`src/rtl/refill_arbiter.sv`:
```
// Two-port round-robin arbiter for the burst refill channel; grant held for a whole burst.
// Beat forwarding is zero-latency; ack is registered; a burst stalled past TIMEOUT_CYCLES is aborted.
module refill_arbiter #(
  parameter int ADDR_WIDTH     = 32,
  parameter int DATA_WIDTH     = 32,
  parameter int BLOCK_SIZE     = 8,
  parameter int TIMEOUT_CYCLES = 64,
  localparam int LEN_W         = $clog2(BLOCK_SIZE) + 1
) (
  input  logic                  clk,
  input  logic                  rst,
  input  logic                  s0_req,
  input  logic [ADDR_WIDTH-1:0] s0_addr,
  input  logic [LEN_W-1:0]      s0_burst_len,
  output logic                  s0_ack,
  output logic [DATA_WIDTH-1:0] s0_data,
  output logic                  s0_valid,
  output logic                  s0_last,
  input  logic                  s1_req,
  input  logic [ADDR_WIDTH-1:0] s1_addr,
  input  logic [LEN_W-1:0]      s1_burst_len,
  output logic                  s1_ack,
  output logic [DATA_WIDTH-1:0] s1_data,
  output logic                  s1_valid,
  output logic                  s1_last,
  output logic                  m_req,
  output logic [ADDR_WIDTH-1:0] m_addr,
  output logic [LEN_W-1:0]      m_burst_len,
  input  logic                  m_ready,
  input  logic [DATA_WIDTH-1:0] m_data,
  input  logic                  m_valid,
  input  logic                  m_last,
  output logic                  busy,
  output logic                  grant_id,
  output logic                  timeout_err
);

  typedef enum logic [1:0] {IDLE, ISSUE, BURST} state_t;

  localparam int WD_W = $clog2(TIMEOUT_CYCLES + 1);

  state_t          state, state_nxt;
  logic            last_grant;
  logic            ack_pulse;
  logic [WD_W-1:0] wd;
  logic            any_req;
  logic            sel;
  logic            timeout_hit;
  logic            burst_done;

  assign any_req = s0_req | s1_req;
  // On contention, the port that did not win last time gets the channel.
  assign sel     = (s0_req & s1_req) ? ~last_grant : s1_req;

  always_comb begin
    state_nxt   = state;
    timeout_hit = 1'b0;
    burst_done  = 1'b0;
    case (state)
      IDLE:  if (any_req) state_nxt = ISSUE;
      ISSUE: if (m_ready) state_nxt = BURST;
      BURST: begin
        if (m_valid && m_last) begin
          burst_done = 1'b1;
          state_nxt  = IDLE;
        end else if (!m_valid && wd == WD_W'(TIMEOUT_CYCLES - 1)) begin
          timeout_hit = 1'b1;
          state_nxt   = IDLE;
        end
      end
      default: state_nxt = IDLE;
    endcase
  end

  always_ff @(posedge clk) begin
    if (rst) begin
      state       <= IDLE;
      last_grant  <= 1'b1;
      grant_id    <= 1'b0;
      m_addr      <= '0;
      m_burst_len <= '0;
      wd          <= '0;
      ack_pulse   <= 1'b0;
      timeout_err <= 1'b0;
    end else begin
      state     <= state_nxt;
      ack_pulse <= (state == IDLE) && any_req;
      if (state == IDLE && any_req) begin
        grant_id    <= sel;
        m_addr      <= sel ? s1_addr : s0_addr;
        m_burst_len <= sel ? s1_burst_len : s0_burst_len;
      end
      if (state != BURST || m_valid) wd <= '0;
      else                           wd <= wd + 1'b1;
      if (burst_done || timeout_hit) last_grant <= grant_id;
      if (timeout_hit)               timeout_err <= 1'b1;
    end
  end

  always_comb begin
    s0_ack   = ack_pulse & ~grant_id;
    s1_ack   = ack_pulse & grant_id;
    m_req    = (state == ISSUE);
    busy     = (state != IDLE);
    s0_valid = 1'b0;
    s0_last  = 1'b0;
    s0_data  = '0;
    s1_valid = 1'b0;
    s1_last  = 1'b0;
    s1_data  = '0;
    // Beats outside BURST are dropped; only the granted port sees traffic.
    if (state == BURST) begin
      if (grant_id) begin
        s1_valid = m_valid;
        s1_last  = m_last;
        s1_data  = m_data;
      end else begin
        s0_valid = m_valid;
        s0_last  = m_last;
        s0_data  = m_data;
      end
    end
  end

endmodule

```
`config.mk`:
```
export PLATFORM = sky130hd
export DESIGN_NAME = refill_arbiter
export DESIGN_NICKNAME = d
export VERILOG_FILES = /design/src/rtl/refill_arbiter.sv
export SDC_FILE = /design/constraint.sdc
export NUM_CORES = 1
export LEC_CHECK = 0
export CAP_MARGIN = 10
export CORE_ASPECT_RATIO = 1.75
export CORE_UTILIZATION = 30
export CTS_BUF_LIST = sky130_fd_sc_hd__clkbuf_4 sky130_fd_sc_hd__clkbuf_8
export CTS_CLUSTER_DIAMETER = 200
export CTS_CLUSTER_SIZE = 10
export DETAILED_ROUTE_END_ITERATION = 8
export PLACE_DENSITY = 0.76
export SLEW_MARGIN = 0
export SYNTH_ARGS = -nofsm -noshare
export SYNTH_HDL_FRONTEND = slang
export SYNTH_SLANG_ARGS = --single-unit
```
`constraint.sdc`:
```
create_clock -name clk -period 1.35 [get_ports clk]
set_clock_uncertainty 0.1 [all_clocks]
set_input_delay 0.2025 -clock clk [delete_from_list [all_inputs] [get_ports clk]]
set_output_delay 0.2025 -clock clk [all_outputs]
set_load 0.01 [all_outputs]
```
* Yosys cells after proc, flatten, opt, wreduce, memory -nomap -nowiden
Index checks and enable logic that the tools add are counted.
** Word-level totals
- Bits in registers :: 49
- Latch bits :: 0
- Bits in writable memories :: 0
- Bits in read-only memories :: 0
- Bits of input ports :: 111
- Output and inout bits :: 110
- Word-level logic and storage cells :: 57
- Memories kept :: 0
** Operators by class
- Add/subtract/negate cells :: 1
- Multiply operators :: 0
- Divide/modulo/power cells :: 0
- Order comparisons :: 0
- Eq/ne operators :: 7
- Shifts and indexed selects :: 0
- Muxes and demuxes :: 25
- Bitwise gates (word level) :: 6
- Reduce and logical (&&, ||, !) cells :: 10
** Operator list (count)
- $mux W32 :: 5
- $mux W1 :: 14
- $mux W2 :: 4
- $add A7 B1 Y7 const B :: 1
- $eq A7 B6 Y1 const B :: 1
- $pmux W2 S3 :: 1
- $mux W4 :: 1
- $ne A2 B2 Y1 const B :: 2
- $and A1 B1 Y1 :: 3
- $logic_and A1 B1 Y1 :: 3
- $ne A3 B3 Y1 const B :: 1
- $reduce_and A3 Y1 :: 1
- $eq A2 B1 Y1 const B :: 1
- $eq A2 B2 Y1 const B :: 1
- $logic_not A2 Y1 :: 1
- $logic_or A1 B1 Y1 :: 2
- $ne A2 B1 Y1 const B :: 1
- $not A1 Y1 :: 2
- $reduce_bool A2 Y1 :: 1
- $reduce_or A2 Y1 :: 1
- $logic_not A1 Y1 :: 1
- $or A1 B1 Y1 :: 1

* Logic depth before layout (Yosys ltp)
- Depth after elaboration :: 6
- Gate-level depth with buffers :: 5
- Mapped depth without buffers :: 4

* Least setup slack after synthesis
Ideal clock, no wire load.
- Kind :: flip-flop to output port
- Start :: reg state[0]
- End :: out s0_data[10]
- Arrival time :: 1.109 ns
- Required time :: 1.048 ns
- Path slack :: -0.062 ns
- Cell stages (with the launch flop) :: 5
- Cells stage by stage :: dfxtp_1 nand2b_1 nor2_1 clkbuf_1 and2_1
** On the way
- Word-level cells in the longest chain between the ends :: 2
** RTL lines
- start, declared :: RTL line 42 : state_t state, state_nxt;
- start signal, assigned :: RTL line 86 : state <= state_nxt;
- $eq A2 B2 Y1 :: RTL line 112 : if (state == BURST) begin
- $mux W32 :: RTL line 112
- end, declared :: RTL line 16 : output logic [DATA_WIDTH-1:0] s0_data,
No other way between the ends.

* Worst setup path after layout
- Start :: reg state[0]
- End :: out s0_data[23]
The elaborated chain is that of the path after synthesis.

==> impl_metrics.ini <==
[synth]
synthArstFlopShare_pct = 0
synth_area_leaders = dfxtp_1 (34%), a311oi_2 (15%), nand2_1 (10%)
synth_seq_area_share_pct = 33.58
synth_flop_cell = dfxtp_1
netlist.top_cell.by_area = dfxtp_1
syn_nets = 462
netlist.area_leader.share_pct = 33.58
synth_cells = 350
syn_area_mm2 = 0.002922
synth.distinct_cells = 32
syn-mean-instance-area_um2 = 8.347
synth-edff-count = 0
ys.warnings.count = 0
ys_ff_latch = 49

[clocking]
cts_made_buffers = 5
cts_root_buffer = clkbuf_8
clkSinkCount = 49
clock_latency_ps = 300
clk_path_buf_depth = 2
path_clk_slew_ps = 90
cts_tree = built
postCtsHoldBufs = 0
htreeDepth = 2

[critical_path]
critPathTopFamily = buffers and inverters
cp_slowest_cell = dfxtp_4
cp_num_buf_inv = 5
crit_chain = nand2b_4 -> nor2_4 -> buf_6 -> buf_6 -> buf_6 -> buf_6 -> and2_4 -> buf_6
critical_path.most_common_cell = buf_6
start_kind = flip-flop
end_kind = output port
critPathRequiredTime_ps = 1050
critPathArrivalTime_ps = 1610
criticalPathCategory = flip-flop to output port
cp_max_fo = 5
slowest_delay_ps = 380

[global_route]
grt_max_degree = 38
grt_remaining_overflow = 0
grt_pass1_vias = 3807
grt_pass1_wl_um = 19520
antenna_found_initial = 1
grt_use_total_pct = 24.67

[routing]
drc = 0
drt_pass1_iterations = 4
drt_iter0_drc = 98
vias_per_cell = 5.164
drt-total-wl_um = 13800
antenna_left = 0
vias = 3821
wl_per_cell_um = 18.65

[layout]
nNetsFinal = 728
drive_above_1_share_pct = 47.49
fin_cells = 740
design_area_mm2 = 0.006591
syn2layout_area_growth_pct = 125.6

[sta]
rsz0062_at_grt = yes
setup_viol = 119
setup_ws_ps = -558.7
max_freq_mhz = 523.9
drv_slew = 0
tns_ps = -37710
period_needed_ps = 1909
hold_viol_final = 0
tightestPinTransition_ps = 357.5
slew_headroom_pct = 76.16
fin_crit_sh_pct = 141.4

[placement]
gp_congestion = 0.7289
port_buffers = 220
place_area_mm2 = 0.005309
place_ws_ps = -459.5
place_hpwl_um = 8186
placed_cells = 681

[run]
max_cap_viol_count = 0

[floorplanning]
dieArea_mm2 = 0.01015
initial_core_util_pct = 30.86
die_h_um = 132.5
die_x_um = 76.60
core_mm2 = 0.009468
io-pin-count = 221
num_rows = 47

[run_status]
status = finished with violations
violations = negative setup slack

[pwr]
ir_worst_vdd_mv = 0.6432
powerDensity_mw_per_mm2 = 742.6
p_leak_uw = 0.002821
total_power_uw = 4895

[worst_hold_path]
hold_path.class = primary input to flip-flop
==> where the power goes <==
part / switching, uW / total, uW / leakage [uW] / internal, uW
registers: 117 / 1720 / 0.000407 / 1600
clock network: 488 / 952 / 0.0000542 / 464
logic: 944 / 2230 / 0.00236 / 1280
==> metal layers <==
metal / global-route usage (%) / wire, um / vias up
met5: 0 / 0 / -
met4: 8.868 / 663 / 0
met3: 6.897 / 1009 / 41
met2: 49.75 / 7563 / 214
met1: 22.71 / 4565 / 1798
li1: - / - / 1768
==> Yosys cell counts (2+ instances only) <==
master	count
nand2_1	78
dfxtp_1	49
a21oi_1	41
and2_1	35
and3_1	34
a311oi_2	30
clkbuf_1	15
buf_6	11
nor2_1	9
a311oi_1	7
buf_4	4
o21ai_0	4
clkbuf_2	3
inv_1	3
nand3_1	3
nor2b_1	3
or3_1	3
buf_2	2
nand2b_1	2
xor2_1	2
==> registers in the layout (all words and copies together), names as in the netlist <==
name         flops
m_addr          32
wd               7
m_burst_len      4
state            2
ack_pulse        1
grant_id         1
last_grant       1
timeout_err      1
==> what timing repair did <==
action                                  CTS  global route
resized for setup                       272           271
setup buffers                            27            21
endpoints found under the setup margin  156           118
cloned                                   13             3
pin swaps                                33            36
==> stage by stage <==
| step | utilization (%) | hold slack [ps] |
|---|---|---|
| finish | 69.62 | 50.98 |
| global route | 69.62 | 42.45 |
| CTS | 65.24 | 32.22 |
| detailed placement | 56.07 | 376.4 |
| global placement | 56.07 | 365.3 |
| floorplan | - | 238.5 |
==> layout by cell type, fill, tap and decap left out, drive strengths merged <==
master,synthesis,final
a21bo,1,1
a21boi,1,1
a21oi,41,41
a311oi,37,37
and2,35,35
and3,34,34
buf,17,142
bufbuf,0,1
clkbuf,18,12
clkdlybuf4s15,0,2
clkdlybuf4s50,0,108
clkinv,0,1
dfxtp,49,49
diode,0,1
dlygate4sd2,0,35
dlymetal6s2s,0,1
ha,1,1
inv,3,3
nand2,78,78
nand2b,2,2
nand3,3,3
nand4bb,1,1
nor2,11,11
nor2b,3,3
nor3,1,1
o211a,1,1
o211ai,1,1
o21ai,4,4
o2bb2ai,1,1
or2,1,1
or3,3,3
xnor2,1,1
xor2,2,2
==> cell type report <==
type                    count  area, um2
flip-flops and latches     49      994.7
well taps                 122      152.6
multi-input cells         263       2173
repair buffers            294       3153
fillers                   729       2877
clock buffers               7      96.34
inverters                   3      13.76
diodes                      1      2.502
clock inverters             1      5.005
==> path summary, 6_finish.rpt <==
kind | start | endpoint | slack [ps] | depth (start not counted)
max reg2reg | state[1] | m_burst_len[2] | -230 | 8
min reg2reg | timeout_err | timeout_err | 370 | 1
max | state[0] | s0_data[23] | -560 | 8
min | rst | grant_id | 50 | 2
==> kinds of logic (layout without fill, tap and decap cells) <==
group / count (synthesis) / count (layout) / synth area share, %
other: 0 / 1 / 0
AOI/OAI and AO/OA: 87 / 87 / 27.11
adders and majority gates: 1 / 1 / 0.4282
buffers and inverters: 38 / 305 / 8.437
DFF: 49 / 49 / 33.58
and+or+nand+nor: 172 / 172 / 29.55
xor gates and xnor gates: 3 / 3 / 0.8995
Power figures use the tool's default switching activity.
